File: config.mk
export PLATFORM = sky130hd
export DESIGN_NAME = regfile_wr_arbiter
export DESIGN_NICKNAME = d
export VERILOG_FILES = /design/src/rtl/regfile_pkg.sv /design/src/rtl/regfile_wr_arbiter_rr_arbiter.sv /design/src/rtl/regfile_wr_arbiter.sv
export SDC_FILE = /design/constraint.sdc
export NUM_CORES = 1
export LEC_CHECK = 0
export ABC_CLOCK_PERIOD_IN_PS = 2700
export BUFFER_PORTS_ARGS = -buffer_cell sky130_fd_sc_hd__buf_4
export CORE_MARGIN = 10
export CORE_UTILIZATION = 48
export DETAILED_ROUTE_END_ITERATION = 12
export GPL_TIMING_DRIVEN = 0
export PLACE_DENSITY_LB_ADDON = 0.1
export SLEW_MARGIN = 20
export SYNTH_ARGS = -nofsm -noshare
export SYNTH_HDL_FRONTEND = slang
export SYNTH_SLANG_ARGS = --single-unit
File: constraint.sdc
create_clock -name clk -period 2.7 [get_ports clk]
set_input_delay 0.135 -clock clk [delete_from_list [all_inputs] [get_ports clk]]
set_output_delay 0.135 -clock clk [all_outputs]
set_load 0.005 [all_outputs]
File: src/rtl/regfile_pkg.sv
// Shared types and defaults for the register-file write sequencer.
package regfile_pkg;

    localparam int unsigned AW    = 6;
    localparam int unsigned DW    = 32;
    localparam int unsigned NREGS = 1 << AW;

    typedef enum logic {INIT, RUN} wr_state_t;

endpackage

File: src/rtl/regfile_wr_arbiter_rr_arbiter.sv
// Combinational round-robin arbiter: first asserted request at or above ptr,
// wrapping modulo NREQ; one-hot grant plus encoded index.
module rr_arbiter #(
    parameter int unsigned NREQ = 2,
    parameter int unsigned IW   = 1
) (
    input  logic [NREQ-1:0] req,
    input  logic [IW-1:0]   ptr,
    output logic [NREQ-1:0] gnt,
    output logic [IW-1:0]   idx,
    output logic            any
);

    int unsigned   cand;
    logic [IW-1:0] cand_idx;

    always_comb begin
        gnt      = '0;
        idx      = '0;
        any      = 1'b0;
        cand     = 0;
        cand_idx = '0;
        for (int unsigned k = 0; k < NREQ; k++) begin
            cand = 32'(ptr) + k;
            if (cand >= NREQ) begin
                cand = cand - NREQ;
            end
            cand_idx = IW'(cand);
            if (!any && req[cand_idx]) begin
                gnt[cand_idx] = 1'b1;
                idx           = cand_idx;
                any           = 1'b1;
            end
        end
    end

endmodule

File: src/rtl/regfile_wr_arbiter.sv
// Write-port sequencer: clears every register after reset, then round-robin
// arbitrates NREQ valid/ready requesters onto registered rf_we/rf_wa/rf_wd.
module regfile_wr_arbiter
    import regfile_pkg::*;
#(
    parameter int unsigned NREQ = 2,
    parameter int unsigned AW   = regfile_pkg::AW,
    parameter int unsigned DW   = regfile_pkg::DW
) (
    input  logic                 clk,
    input  logic                 reset,
    input  logic [NREQ-1:0]      req_valid,
    input  logic [NREQ*AW-1:0]   req_addr,
    input  logic [NREQ*DW-1:0]   req_data,
    output logic [NREQ-1:0]      req_ready,
    output logic                 rf_we,
    output logic [AW-1:0]        rf_wa,
    output logic [DW-1:0]        rf_wd,
    output logic                 init_done
);

    localparam int unsigned IW = (NREQ > 1) ? $clog2(NREQ) : 1;

    wr_state_t     state_q, state_d;
    logic [AW-1:0] clr_cnt_q, clr_cnt_d;
    logic [IW-1:0] rr_ptr_q, rr_ptr_d;
    logic          rf_we_q, rf_we_d;
    logic [AW-1:0] rf_wa_q, rf_wa_d;
    logic [DW-1:0] rf_wd_q, rf_wd_d;
    logic          init_done_q, init_done_d;

    logic [NREQ-1:0] arb_gnt;
    logic [IW-1:0]   arb_idx;
    logic            arb_any;

    rr_arbiter #(
        .NREQ (NREQ),
        .IW   (IW)
    ) u_rr_arbiter (
        .req (req_valid),
        .ptr (rr_ptr_q),
        .gnt (arb_gnt),
        .idx (arb_idx),
        .any (arb_any)
    );

    always_ff @(posedge clk or posedge reset) begin
        if (reset) begin
            state_q     <= INIT;
            clr_cnt_q   <= '0;
            rr_ptr_q    <= '0;
            rf_we_q     <= 1'b0;
            rf_wa_q     <= '0;
            rf_wd_q     <= '0;
            init_done_q <= 1'b0;
        end else begin
            state_q     <= state_d;
            clr_cnt_q   <= clr_cnt_d;
            rr_ptr_q    <= rr_ptr_d;
            rf_we_q     <= rf_we_d;
            rf_wa_q     <= rf_wa_d;
            rf_wd_q     <= rf_wd_d;
            init_done_q <= init_done_d;
        end
    end

    always_comb begin
        state_d = state_q;
        if (state_q == INIT && clr_cnt_q == '1) begin
            state_d = RUN;
        end
    end

    // Registered write port; an idle RUN cycle only drops the enable.
    always_comb begin
        clr_cnt_d   = clr_cnt_q;
        rr_ptr_d    = rr_ptr_q;
        rf_we_d     = 1'b0;
        rf_wa_d     = rf_wa_q;
        rf_wd_d     = rf_wd_q;
        init_done_d = init_done_q;
        case (state_q)
            INIT: begin
                rf_we_d   = 1'b1;
                rf_wa_d   = clr_cnt_q;
                rf_wd_d   = '0;
                clr_cnt_d = clr_cnt_q + AW'(1);
                if (clr_cnt_q == '1) begin
                    init_done_d = 1'b1;
                end
            end
            RUN: begin
                if (arb_any) begin
                    rf_we_d  = 1'b1;
                    rf_wa_d  = req_addr[arb_idx*AW +: AW];
                    rf_wd_d  = req_data[arb_idx*DW +: DW];
                    rr_ptr_d = (arb_idx == IW'(NREQ - 1)) ? '0 : arb_idx + IW'(1);
                end
            end
            default: ;
        endcase
    end

    always_comb begin
        req_ready = '0;
        if (state_q == RUN) begin
            req_ready = arb_gnt;
        end
    end

    assign rf_we     = rf_we_q;
    assign rf_wa     = rf_wa_q;
    assign rf_wd     = rf_wd_q;
    assign init_done = init_done_q;

endmodule

==> results by stage, run 1 <==
Cells and area:
- The filler cell count in the final layout is 318.
- Across the whole layout, storage elements account for 1180 sq um.
- The synthesis-to-finish area growth is 48.7%.
- The area of combinational cells with multiple inputs is 857 sq um.
- Cells with a size suffix above 1 make up 48.5% of the layout.
- The number of diodes added for antenna fixing is 0.
- The net total in the final layout is 383.

STA:
- The maximum achievable frequency is 0.604 GHz.
- The count of endpoints failing setup in the final report is 0.
- In this run the tightest slew margin relative to its limit is 70.4%.
- For the final database, setup skew stands at 0.00698 ns.
- For the pin with the worst max-slew slack, the measured transition is 0.444 ns.
- The max-slew violation total from the final report is 0.
- For the finished layout, the period the worst path requires is 1.66 ns.
- Setup repair after global routing left no endpoint under its margin.
- The number of hold violations in the final report is 0.
- Of the available clock period, the critical path in the final layout requires 61.3%.
- After routing, the total negative slack on setup checks comes to 0 ns.
- The minimum hold slack is 0.0410 ns.

Power and ir drop:
- Overall power consumption after layout is estimated at 1.23 mW.
- For this design the static power due to leakage is 1.70 nW.
- Dividing total power by cell area gives a power density of 375 nW/um^2.
- The largest voltage drop on the vdd net is 256 uV.

Synthesis:
- The biggest area consumer among synthesized cells is dfrtp_1.
- Yosys mapped a number of flops with a built-in enable equal to 0.
- Of the post-synthesis cell area, the dominant cell type holds 53.4%.
- The cell count after synthesis came out at 174.
- The Yosys warning count is 0.
- The synthesized area divided by synthesized cell count is 12.7 sq um.
- The multiplexer share of the synthesized area is 1.42%.
- The area fraction in and, or, nand and nor cells after synthesis is 13.6%.
- The fraction of registers with async set/reset is 100%.
- After synthesis the cells add up to 2200 sq um.
- Counting flops and latches in the post-synthesis netlist gives 47.
- The count of cell types in the netlist is 27.
- The post-synthesis share of cell area spent on xor and xnor gates is 1.99%.
- The register area share after synthesis is 53.4%.
- Synthesis produced a netlist with a net count of 255.
- The most common cell in the synthesized netlist is dfrtp_1.
- The main combinational cell family by area after synthesis is compound AO/OA/AOI/OAI gates.
- The most used flip-flop cell after synthesis is dfrtp_1.
- The commonest cells after synthesis are dfrtp_1, a221o_1, and2_1.
- The area fraction in compound gates after synthesis is 21.3%.
- By area the synthesized netlist is led by dfrtp_1, a221o_1, and2_1.
- The adder and majority cell fraction of the synthesized area is 0.568%.

Worst setup path:
- The arrival time reported for the critical path endpoint is 1.52 ns.
- The sort of element at the end of the critical path is an output port.
- The peak fanout along the critical path is 10.
- STA puts the critical path data required time at 2.57 ns.
- The critical path is of the register to output port type.
- STA classifies the critical path startpoint as a register.

Global route:
- The pin count of the biggest net entering global routing is 29.
- The global-route wire length before repair is 10500 microns.
- The via count of the first global-routing pass is 2078.
- The overall track demand over capacity in global routing is 17.2%.
- After global routing the overflow that remains totals 0.
- The number of antenna violations at the first check in global routing is 0.

Drt:
- Dividing the detail-routed wire length by the instance count gives 19.1 microns.
- Once detail routing completed, the nets flagged for antenna violations numbered 0.
- The via density per instance is 5.50.
- The count of TritonRoute iterations in the first routing pass is 4.
- The routed layout has 1954 vias.
- For this run, design rule violations remaining after detail routing come to 0.
- In this run, the number of DRC markers left after iteration 0 of detailed routing was 134.
- After detailed routing, the total wire length is 6770 microns.

Floorplanning:
- The row count is 24.
- The core region is 4380 sq um.
- For this configuration, the core starts out at a cell density of 50.2%.
- The die boundary width is 87.7 microns.
- The die outline area is 7700 sq um.
- The vertical extent of the die is 87.7 microns.
- 122 I/O pins were placed.

Clock network:
- The H-tree generated during clock tree synthesis spans 2 levels.
- The clock reaches the later pin of the worst-skew pair after 0.30 ns.
- The number of buffers inserted during clock tree synthesis is 5.
- After clock tree synthesis, the clock-pin slew on the worst setup and hold paths is 0.08 ns.
- The cell at the root of the clock tree is clkbuf_8.
- The number of clock sinks seen by CTS is 47.
- The maximum count of clock buffers along a single path is 2.
- TritonCTS built the clock tree.
- Post-CTS repair changed the size of 0 cells.

Placed design:
- The congestion estimate from routability-driven global placement came to 0.779.
- Summed over all nets, the half-perimeter wirelength after detailed placement is 5390 microns.
- The number of buffers added on ports is 119.

Outcome:
- The run finished with clean final reports.

Run:
- The max capacitance violation total is 0.

Min path:
- The path class of the tightest hold or removal check is input port to register.
area by class of cell:
| cell class | count | share of cell area [%] |
|---|---|---|
| clock inverter | 2 | 0.382 |
| clock buffer | 6 | 2.22 |
| timing repair buffer | 121 | 28.2 |
| sequential | 47 | 35.9 |
| buffer | 14 | 4.24 |
| inverter | 8 | 0.917 |
| tap | 52 | 1.99 |
| multi-input combinational | 105 | 26.2 |
report_power, final:
part / switching, mW / internal (mW) / leakage, nW
combinational: 0.0373 / 0.0779 / 1.03
clock: 0.229 / 0.181 / 0.0412
sequential: 0 / 0.703 / 0.627
total: 0.267 / 0.962 / 1.70
routing by layer:
| layer | GRT usage [%] | wire length (microns) | vias to the layer above |
|---|---|---|---|
| met3 | 8.08 | 774 | 10 |
| met1 | 19.5 | 2600 | 950 |
| met2 | 28.4 | 3320 | 86 |
| met5 | 0 | 0 | - |
| li1 | - | - | 908 |
| met4 | 4.49 | 80 | 0 |
path summary, 6_finish.rpt:
path,startpoint,slack (ns),cells past startpoint,end
max reg2reg,state_q,1.30,6,rf_wd[16]
min in group asynchronous,reset,0.40,3,rf_wd[12]
min,req_addr[8],0.04,2,rf_wa[2]
max,state_q,1.04,5,req_ready[0]
min reg2reg,clr_cnt_q[4],0.50,1,clr_cnt_q[4]
max in group asynchronous,reset,1.82,4,rf_wd[13]
critical path, cell delays in order, from the launching register on:
cell	delay, ns
dfrtp_1	0.37
buf_6	0.14
nand2_1	0.08
a21oi_4	0.30
buf_6	0.20
buf_4	0.12
state kept, by name, summed over array words and instances (netlist names):
| name | flops |
|---|---|
| rf_wd | 32 |
| clr_cnt_q | 6 |
| rf_wa | 6 |
| rf_we | 1 |
| rr_ptr_q | 1 |
| state_q | 1 |
logic make-up after synthesis:
group                      after synthesis
muxes                                    3
DFF                                     47
xor gates and xnor gates                 5
AOI/OAI and AO/OA                       48
adders and majority gates                1
and+or+nand+nor                         48
buffers and inverters                   22
cells in the final DEF, fill, tap and decap left out, drive strengths merged:
| cell | instances |
|---|---|
| o21ai | 1 |
| mux2i | 2 |
| nand4b | 1 |
| nor2 | 1 |
| o32ai | 4 |
| nor3b | 1 |
| and2 | 32 |
| a211o | 1 |
| nand2 | 8 |
| inv | 8 |
| clkinvlp | 1 |
| nor2b | 1 |
| dlygate4sd3 | 1 |
| ha | 1 |
| clkbuf | 6 |
| a21oi | 2 |
| a21o | 1 |
| a221o | 37 |
| buf | 134 |
| and3b | 1 |
| xnor2 | 5 |
| clkinv | 1 |
| dfrtp | 47 |
| o2bb2ai | 2 |
| mux2 | 1 |
| nand3 | 2 |
| nand2b | 1 |
stage by stage:
stage	setup WS, ns	util [%]	instance area, sq um	cells
floorplan	1.39	-	2200	174
detailed placement	1.31	72.5	3180	346
finish	1.04	74.7	3280	355
global placement	0.811	72.1	3160	345
global route	0.951	74.7	3280	355
CTS	1.03	74.7	3280	355
what timing repair did:
action | CTS | global route
setup endpoints to repair | 0 | 0
buffers inserted | 0 | 0
endpoints found under the hold margin | 19 | 0
hold buffers | 1 | 0
Note: power is estimated with default switching activity, not from simulation.
==> inputs of run 2 (changes only) <==
- ABC_AREA: unset -> 1
- ABC_CLOCK_PERIOD_IN_PS: 2700 -> 1400
- CORE_UTILIZATION: 48 -> 42
- clock period: 2.7 -> 1.4 ns (I/O delays scaled with it)
==> results by stage, run 2 <==
Drt:
- After detailed routing, the average wire length per cell comes to 13.6 microns.
- The DRC violation count after routing is 0.
- The total number of vias is 2476.
- The count of TritonRoute iterations in the first routing pass is 6.
- The count of nets left with antenna violations once routing finished came out at 0.
- The total length of routed wires is 7540 microns.
- The via density per instance is 4.48.
- After the first detailed-routing iteration, the DRC count stood at 83.

STA:
- The max-slew violation total from the final report is 0.
- The worst path uses 101% of the clock period.
- At the pin with the least slew margin, the transition time is 0.501 ns.
- Adding up every negative setup slack in the final design gives -0.0203 ns.
- On the final layout, the worst hold slack is 0.0480 ns.
- The worst path setup slack after routing is -0.0203 ns.
- The number of hold violations in the final report came to 0.
- The clock arrives with 0.00856 ns of skew.
- Headroom to the max-slew limit came out at 66.6%.
- Setup repair after global routing could not meet its margin everywhere.
- For this run, the top clock speed supported by timing is 0.704 GHz.
- The smallest clock period supported by the final layout is computed as 1.42 ns.
- The count of endpoints failing setup in the final report is 1.

Synthesis:
- The register area share after synthesis is 47.5%.
- The cell count after synthesis is 342.
- The biggest area consumer among synthesized cells is dfrtp_1.
- The commonest cells after synthesis are nand2_1, dfrtp_1, nand3_1.
- The Yosys warning count is 0.
- The flip-flop and latch count after synthesis is 47.
- The synthesized area divided by synthesized cell count is 7.24 sq um.
- The combined area of all synthesized cells is 2470 sq um.
- Sorting the synthesized cells by area gives the leading types as dfrtp_1, nand2_1, nand3_1.
- The post-synth net total is 423.
- The most frequently used cell type in the post-synthesis netlist is nand2_1.
- The count of cell types in the netlist is 21.
- The fraction of registers with async set/reset is 100%.
- The most used flip-flop cell after synthesis is dfrtp_1.
- The top cell type's share of synthesized area is 47.5%.
- Yosys mapped a number of flops with a built-in enable equal to 0.

Global route:
- The via count of the first global-routing pass is 2450.
- Global routing used 15.8% of the available tracks.
- The number of antenna violations at the first check in global routing is 0.
- After global routing the overflow that remains totals 0.
- Entering global routing, the biggest net connects 26 pins.
- The global-route wire length before repair is 12400 microns.

Clock network:
- The cell at the root of the clock tree is clkbuf_8.
- The clock net in this run drives a total of 47 sinks.
- In this run the deepest clock path goes through 2 buffers.
- At the later pin of the worst-skew pair, clock insertion delay measures 0.30 ns.
- The clock transition at the registers of the reported paths is 0.09 ns.
- TritonCTS built the clock tree.
- The number of clock buffers added by TritonCTS is 5.
- The number of H-tree levels is 2.

Worst setup path:
- The peak fanout along the critical path is 5.
- The kind of start point of the critical path is a register.
- Data on the critical path arrives at its endpoint at 1.35 ns.
- The critical path required time is 1.33 ns.
- The worst setup path is captured at an output port.
- The classification of the worst setup path is register to output port.

Min path:
- The class of the most critical hold timing path is input port to register.

Power and ir drop:
- The clock network burns 35.5% of the power.
- The internal power is 2.11 mW.
- The switching power as a share of total power is 22.9%.
- The share of power burned in combinational logic is 15.0%.
- The share of total power dissipated in sequential elements is 49.5%.
- The largest voltage drop on the vdd net is 510 uV.
- The cell area power density is 726 nW/um^2.
- The static leakage is 2.25 nW.
- The net switching power of the design is 0.626 mW.

Floorplanning:
- Measured along the x axis, the die boundary spans 96.8 microns.
- The row count is 27.
- The core region area is 5610 sq um.
- During I/O placement, the number of pins put on the boundary was 122.
- The vertical extent of the die is 96.8 microns.
- The die covers 9360 sq um.
- The initial cell density of the core is 44.1%.

Placed design:
- The detailed-placement wirelength estimate is 5810 microns.
- The worst setup slack after placement is -0.156 ns.
- The number of buffers added on ports is 120.
- The global placement routability congestion is 0.782.

Cells and area:
- The library cells used most frequently in the layout, excluding fill and tap cells, are nand2_1, buf_4, dfrtp_1.
- The synthesis-to-finish area growth is 52.4%.
- The net total in the final layout is 562.
- The most common cell after layout, fill and taps aside is nand2_1.
- The number of flip-flops in the largest register is 32.
- The layout cell share with drive strength beyond 1 is 35.6%.
- The number of diodes added for antenna fixing is 0.
- The filler cell count in the final layout is 524.

Run:
- The max capacitance violation total is 0.

Outcome:
- The run finished, with violations left.
- The final reports fail on negative setup slack.
==> run 2: metal layers <==
layer,GRT usage (%),vias up,wire length [microns],part of all wire [%]
li1,-,1316,-,-
met1,19.7,1084,3310,44
met3,5.04,5,467,6.2
met4,3.04,0,51,0.68
met5,0,-,0,0
met2,26.0,71,3710,49
==> run 2: power groups by stage <==
stage	registers, mW	logic, mW	clock network (mW)
after floorplan	1.38	0.156	0
after global placement	1.38	0.352	0
after detailed placement	1.38	0.364	0
after CTS	1.36	0.412	1.00
after global routing	1.36	0.459	1.05
final	1.36	0.410	0.971
==> run 2: timing repair <==
| action | CTS | global route |
|---|---|---|
| endpoints found under the setup margin | 35 | 39 |
| hold endpoints to repair | 22 | 0 |
| gates resized for setup | 20 | 2 |
| hold buffers | 1 | 0 |
| pin swaps | 9 | 1 |
| buffers inserted | 9 | 1 |
| cloned | 0 | 0 |
==> run 2: worst paths after layout <==
path                         startpoint           end  slack [ns]  cells after the start
max in group asynchronous         reset      rr_ptr_q        0.52                      4
setup / recovery               rr_ptr_q  req_ready[0]       -0.02                      7
hold reg to reg               rf_wd[31]     rf_wd[31]        0.48                      2
setup reg to reg               rr_ptr_q      rf_wd[2]        0.01                      9
min in group asynchronous         reset     rf_wd[18]        0.36                      3
hold / removal             req_data[41]      rf_wd[9]        0.05                      5
==> run 2: area by class of cell <==
type	instances	area, sq um	area share (%)
Clock buffer	5	68.8	1.82
Tap cell	72	90.1	2.39
Buffer	17	161	4.28
Sequential cell	47	1180	31.2
Clock inverter	2	37.5	0.995
Multi-Input combinational cell	267	1160	30.7
Inverter	11	48.8	1.29
Timing Repair Buffer	132	1030	27.3
==> run 2: per-stage QoR <==
stage          power, mW  cell area (sq um)  std cells  util (%)
2_1_floorplan       1.54               2470        342         -
3_3_place_gp        1.74               3470        534      61.8
3_5_place_dp        1.75               3490        535      62.2
4_1_cts             2.77               3760        552      67.0
5_1_grt             2.86               3770        553      67.2
6_report            2.74               3770        553      67.2
==> run 2: critical path, stage by stage (launching register included) <==
cell,delay (ns)
dfrtp_2,0.45
inv_2,0.09
nand2_4,0.06
nand2_4,0.08
inv_6,0.04
buf_8,0.11
nor2_2,0.10
buf_4,0.12
==> run 2: kinds of logic after synthesis <==
family | after synthesis | synth area share (%)
xor gates and xnor gates | 5 | 1.77
DFF | 47 | 47.5
AOI/OAI and AO/OA | 2 | 0.404
buffers and inverters | 28 | 7.03
adders and majority gates | 1 | 0.505
and+or+nand+nor | 259 | 42.8
==> inputs of run 3 (changes only) <==
- CORE_MARGIN: 10 -> 2
==> results by stage, run 3 (same netlist as run 2, synthesis figures left out) <==
Drt:
- In the routed layout, each cell is associated on average with a via count of 4.65.
- The mean routed wirelength per cell is 12.0 microns.
- Detailed routing inserted a total of 2568 vias.
- The first routing iteration left 74 violations.
- The count of TritonRoute iterations in the first routing pass is 4.
- In this run the remaining antenna-violating nets after routing total 0.
- For this block, the routed nets add up to 6610 microns of wire.
- The DRC violation count after routing is 0.

Worst setup path:
- STA classifies the critical path startpoint as a register.
- The classification of the worst setup path is register to output port.
- The arrival time reported for the critical path endpoint is 1.36 ns.
- Traced cell by cell, the critical path runs through nand2_2, inv_2, nor2_4, nand2_8, nand2_4, nor2_2, buf_4.
- The peak fanout along the critical path is 5.
- The critical-path cell with the highest stage delay is dfrtp_2.
- The critical path required time is 1.33 ns.
- The stage delay of the slowest cell on the critical path is 0.45 ns.
- The sort of element at the end of the critical path is an output port.

STA:
- The shortest clock period the worst path allows after layout is 1.43 ns.
- The worst path setup slack after routing is -0.0280 ns.
- At the pin with the least slew margin, the transition time is 0.430 ns.
- The max-slew violation total from the final report is 0.
- Dividing the final minimum period by the clock period gives 102%.
- The count of endpoints failing setup in the final report is 2.
- Setup repair after global routing could not meet its margin everywhere.
- Clock skew on the completed layout was measured at 0.00660 ns.
- The number of hold violations in the final report is 0.
- Timing would allow up to 0.700 GHz.
- The minimum hold slack is 0.0540 ns.
- The worst pin sits at a relative slew slack of 71.3%.

Power and ir drop:
- The cell area power density is 708 nW/um^2.
- The worst-case IR drop observed on VDD is 649 uV.
- The static leakage is 2.23 nW.

Clock network:
- At the later pin of the worst-skew pair, clock insertion delay measures 0.30 ns.
- The clock transition at the registers of the reported paths is 0.09 ns.
- The maximum count of clock buffers along a single path is 2.
- The clock tree from TritonCTS is done.
- The cell at the root of the clock tree is clkbuf_8.
- The H-tree was split into 2 levels.
- The tree built by TritonCTS fans out to 47 sinks.
- Buffers inserted during clock tree synthesis total 5.

Cells and area:
- The register with the most flip-flops in the layout has 32 of them.
- 0 antenna diodes ended up in the layout.
- The core utilization of the finished layout is 66.6%.
- For this run, the post-layout net count is 560.
- The area of combinational cells with multiple inputs is 1160 sq um.
- The top cell types in the final layout, fill and taps aside, are nand2_1, buf_4, dfrtp_1.
- From synthesis to final layout, the design area changed by 51.0%.
- The filler cell count in the final layout is 506.
- The most common cell after layout, fill and taps aside is nand2_1.
- Of the cells placed in the final design, the portion with a size suffix greater than 1 is 35.8%.
- The post-layout instance count excluding filler cells is 552.
- The register area is 1180 sq um.

Placed design:
- The detailed-placement wirelength estimate is 4910 microns.
- The number of buffers added on ports is 120.
- The placed instance count is 535.
- The global placement routability congestion is 0.753.
- Timing analysis after detailed placement gives a worst setup slack of -0.133 ns.

Outcome:
- The run finished, with violations left.
- The final reports fail on negative setup slack.

Floorplanning:
- For this configuration, the core starts out at a cell density of 44.1%.
- The die is 80.8 microns wide.
- The vertical extent of the die is 80.8 microns.
- 122 I/O pins were placed.
- The row count is 27.
- The floorplan step defined a die boundary enclosing 6520 sq um.
- The core region area is 5610 sq um.

Global route:
- The via count of the first global-routing pass is 2412.
- The pin count of the biggest net entering global routing is 34.
- The first global-routing pass estimated 10700 microns of wire.
- The number of antenna violations at the first check in global routing is 0.
- The sum of overflow across all layers after global routing is 0.
- The overall track demand over capacity in global routing is 21.0%.

Run:
- The max capacitance violation total is 0.

Min path:
- The class of the most critical hold timing path is input port to register.
## run 3: changes by cell type in the layout (fill, tap and decap cells not counted), sizes merged
cell and delta:
buf -2, clkbuf +2, bufinv -1
## run 3: worst paths after layout
kind | startpoint | end | slack [ns] | depth (start not counted)
max | rr_ptr_q | req_ready[0] | -0.03 | 7
min | req_data[42] | rf_wd[10] | 0.05 | 5
max reg2reg | rr_ptr_q | rf_wd[3] | 0.05 | 9
min reg2reg | rf_wd[24] | rf_wd[24] | 0.49 | 2
max in group asynchronous | reset | rr_ptr_q | 0.60 | 4
min in group asynchronous | reset | clr_cnt_q[2] | 0.31 | 3
## run 3: cell type report
type / count / area share (%)
buffer: 17 / 4.39
tap: 72 / 2.41
inverter: 11 / 1.31
sequential: 47 / 31.5
multi-input combinational: 267 / 31.1
clock buffer: 7 / 2.58
clock inverter: 1 / 0.201
timing repair buffer: 130 / 26.5
## run 3: worst max-delay path: cells and delay by family, from the launching register on
family | cells | cell delay [ns]
buf+inv | 2 | 0.17
flops | 1 | 0.45
simple gates | 5 | 0.45
## run 3: report_power, final
part | switching (mW) | internal (mW)
clock | 0.443 | 0.449
combinational | 0.176 | 0.221
sequential | 0 | 1.36
total | 0.618 | 2.03
## run 3: layer usage
metal  global-route usage (%)  up-vias  wire, microns
li1                         -     1317              -
met1                     25.3     1160           2750
met2                     37.8       82           3280
met3                     4.89        9            488
met4                     5.59        0             90
met5                        0        -              0
## run 3: what timing repair did
item                                    4_1_cts  5_1_grt
pin swaps                                     5        3
resized for setup                            20        7
hold endpoints to repair                     14        0
hold buffers                                  1        0
buffers inserted                              6        1
cloned                                        0        1
endpoints found under the setup margin       35       37
## run 3: through the flow
stage	area, sq um	setup TNS, ns	power, mW
floorplan	2470	0	1.54
global placement	3470	-21.68	1.73
detailed placement	3490	-1.61	1.75
CTS	3710	-0.0641	2.68
global route	3740	-1.12	2.76
finish	3740	-0.0312	2.64
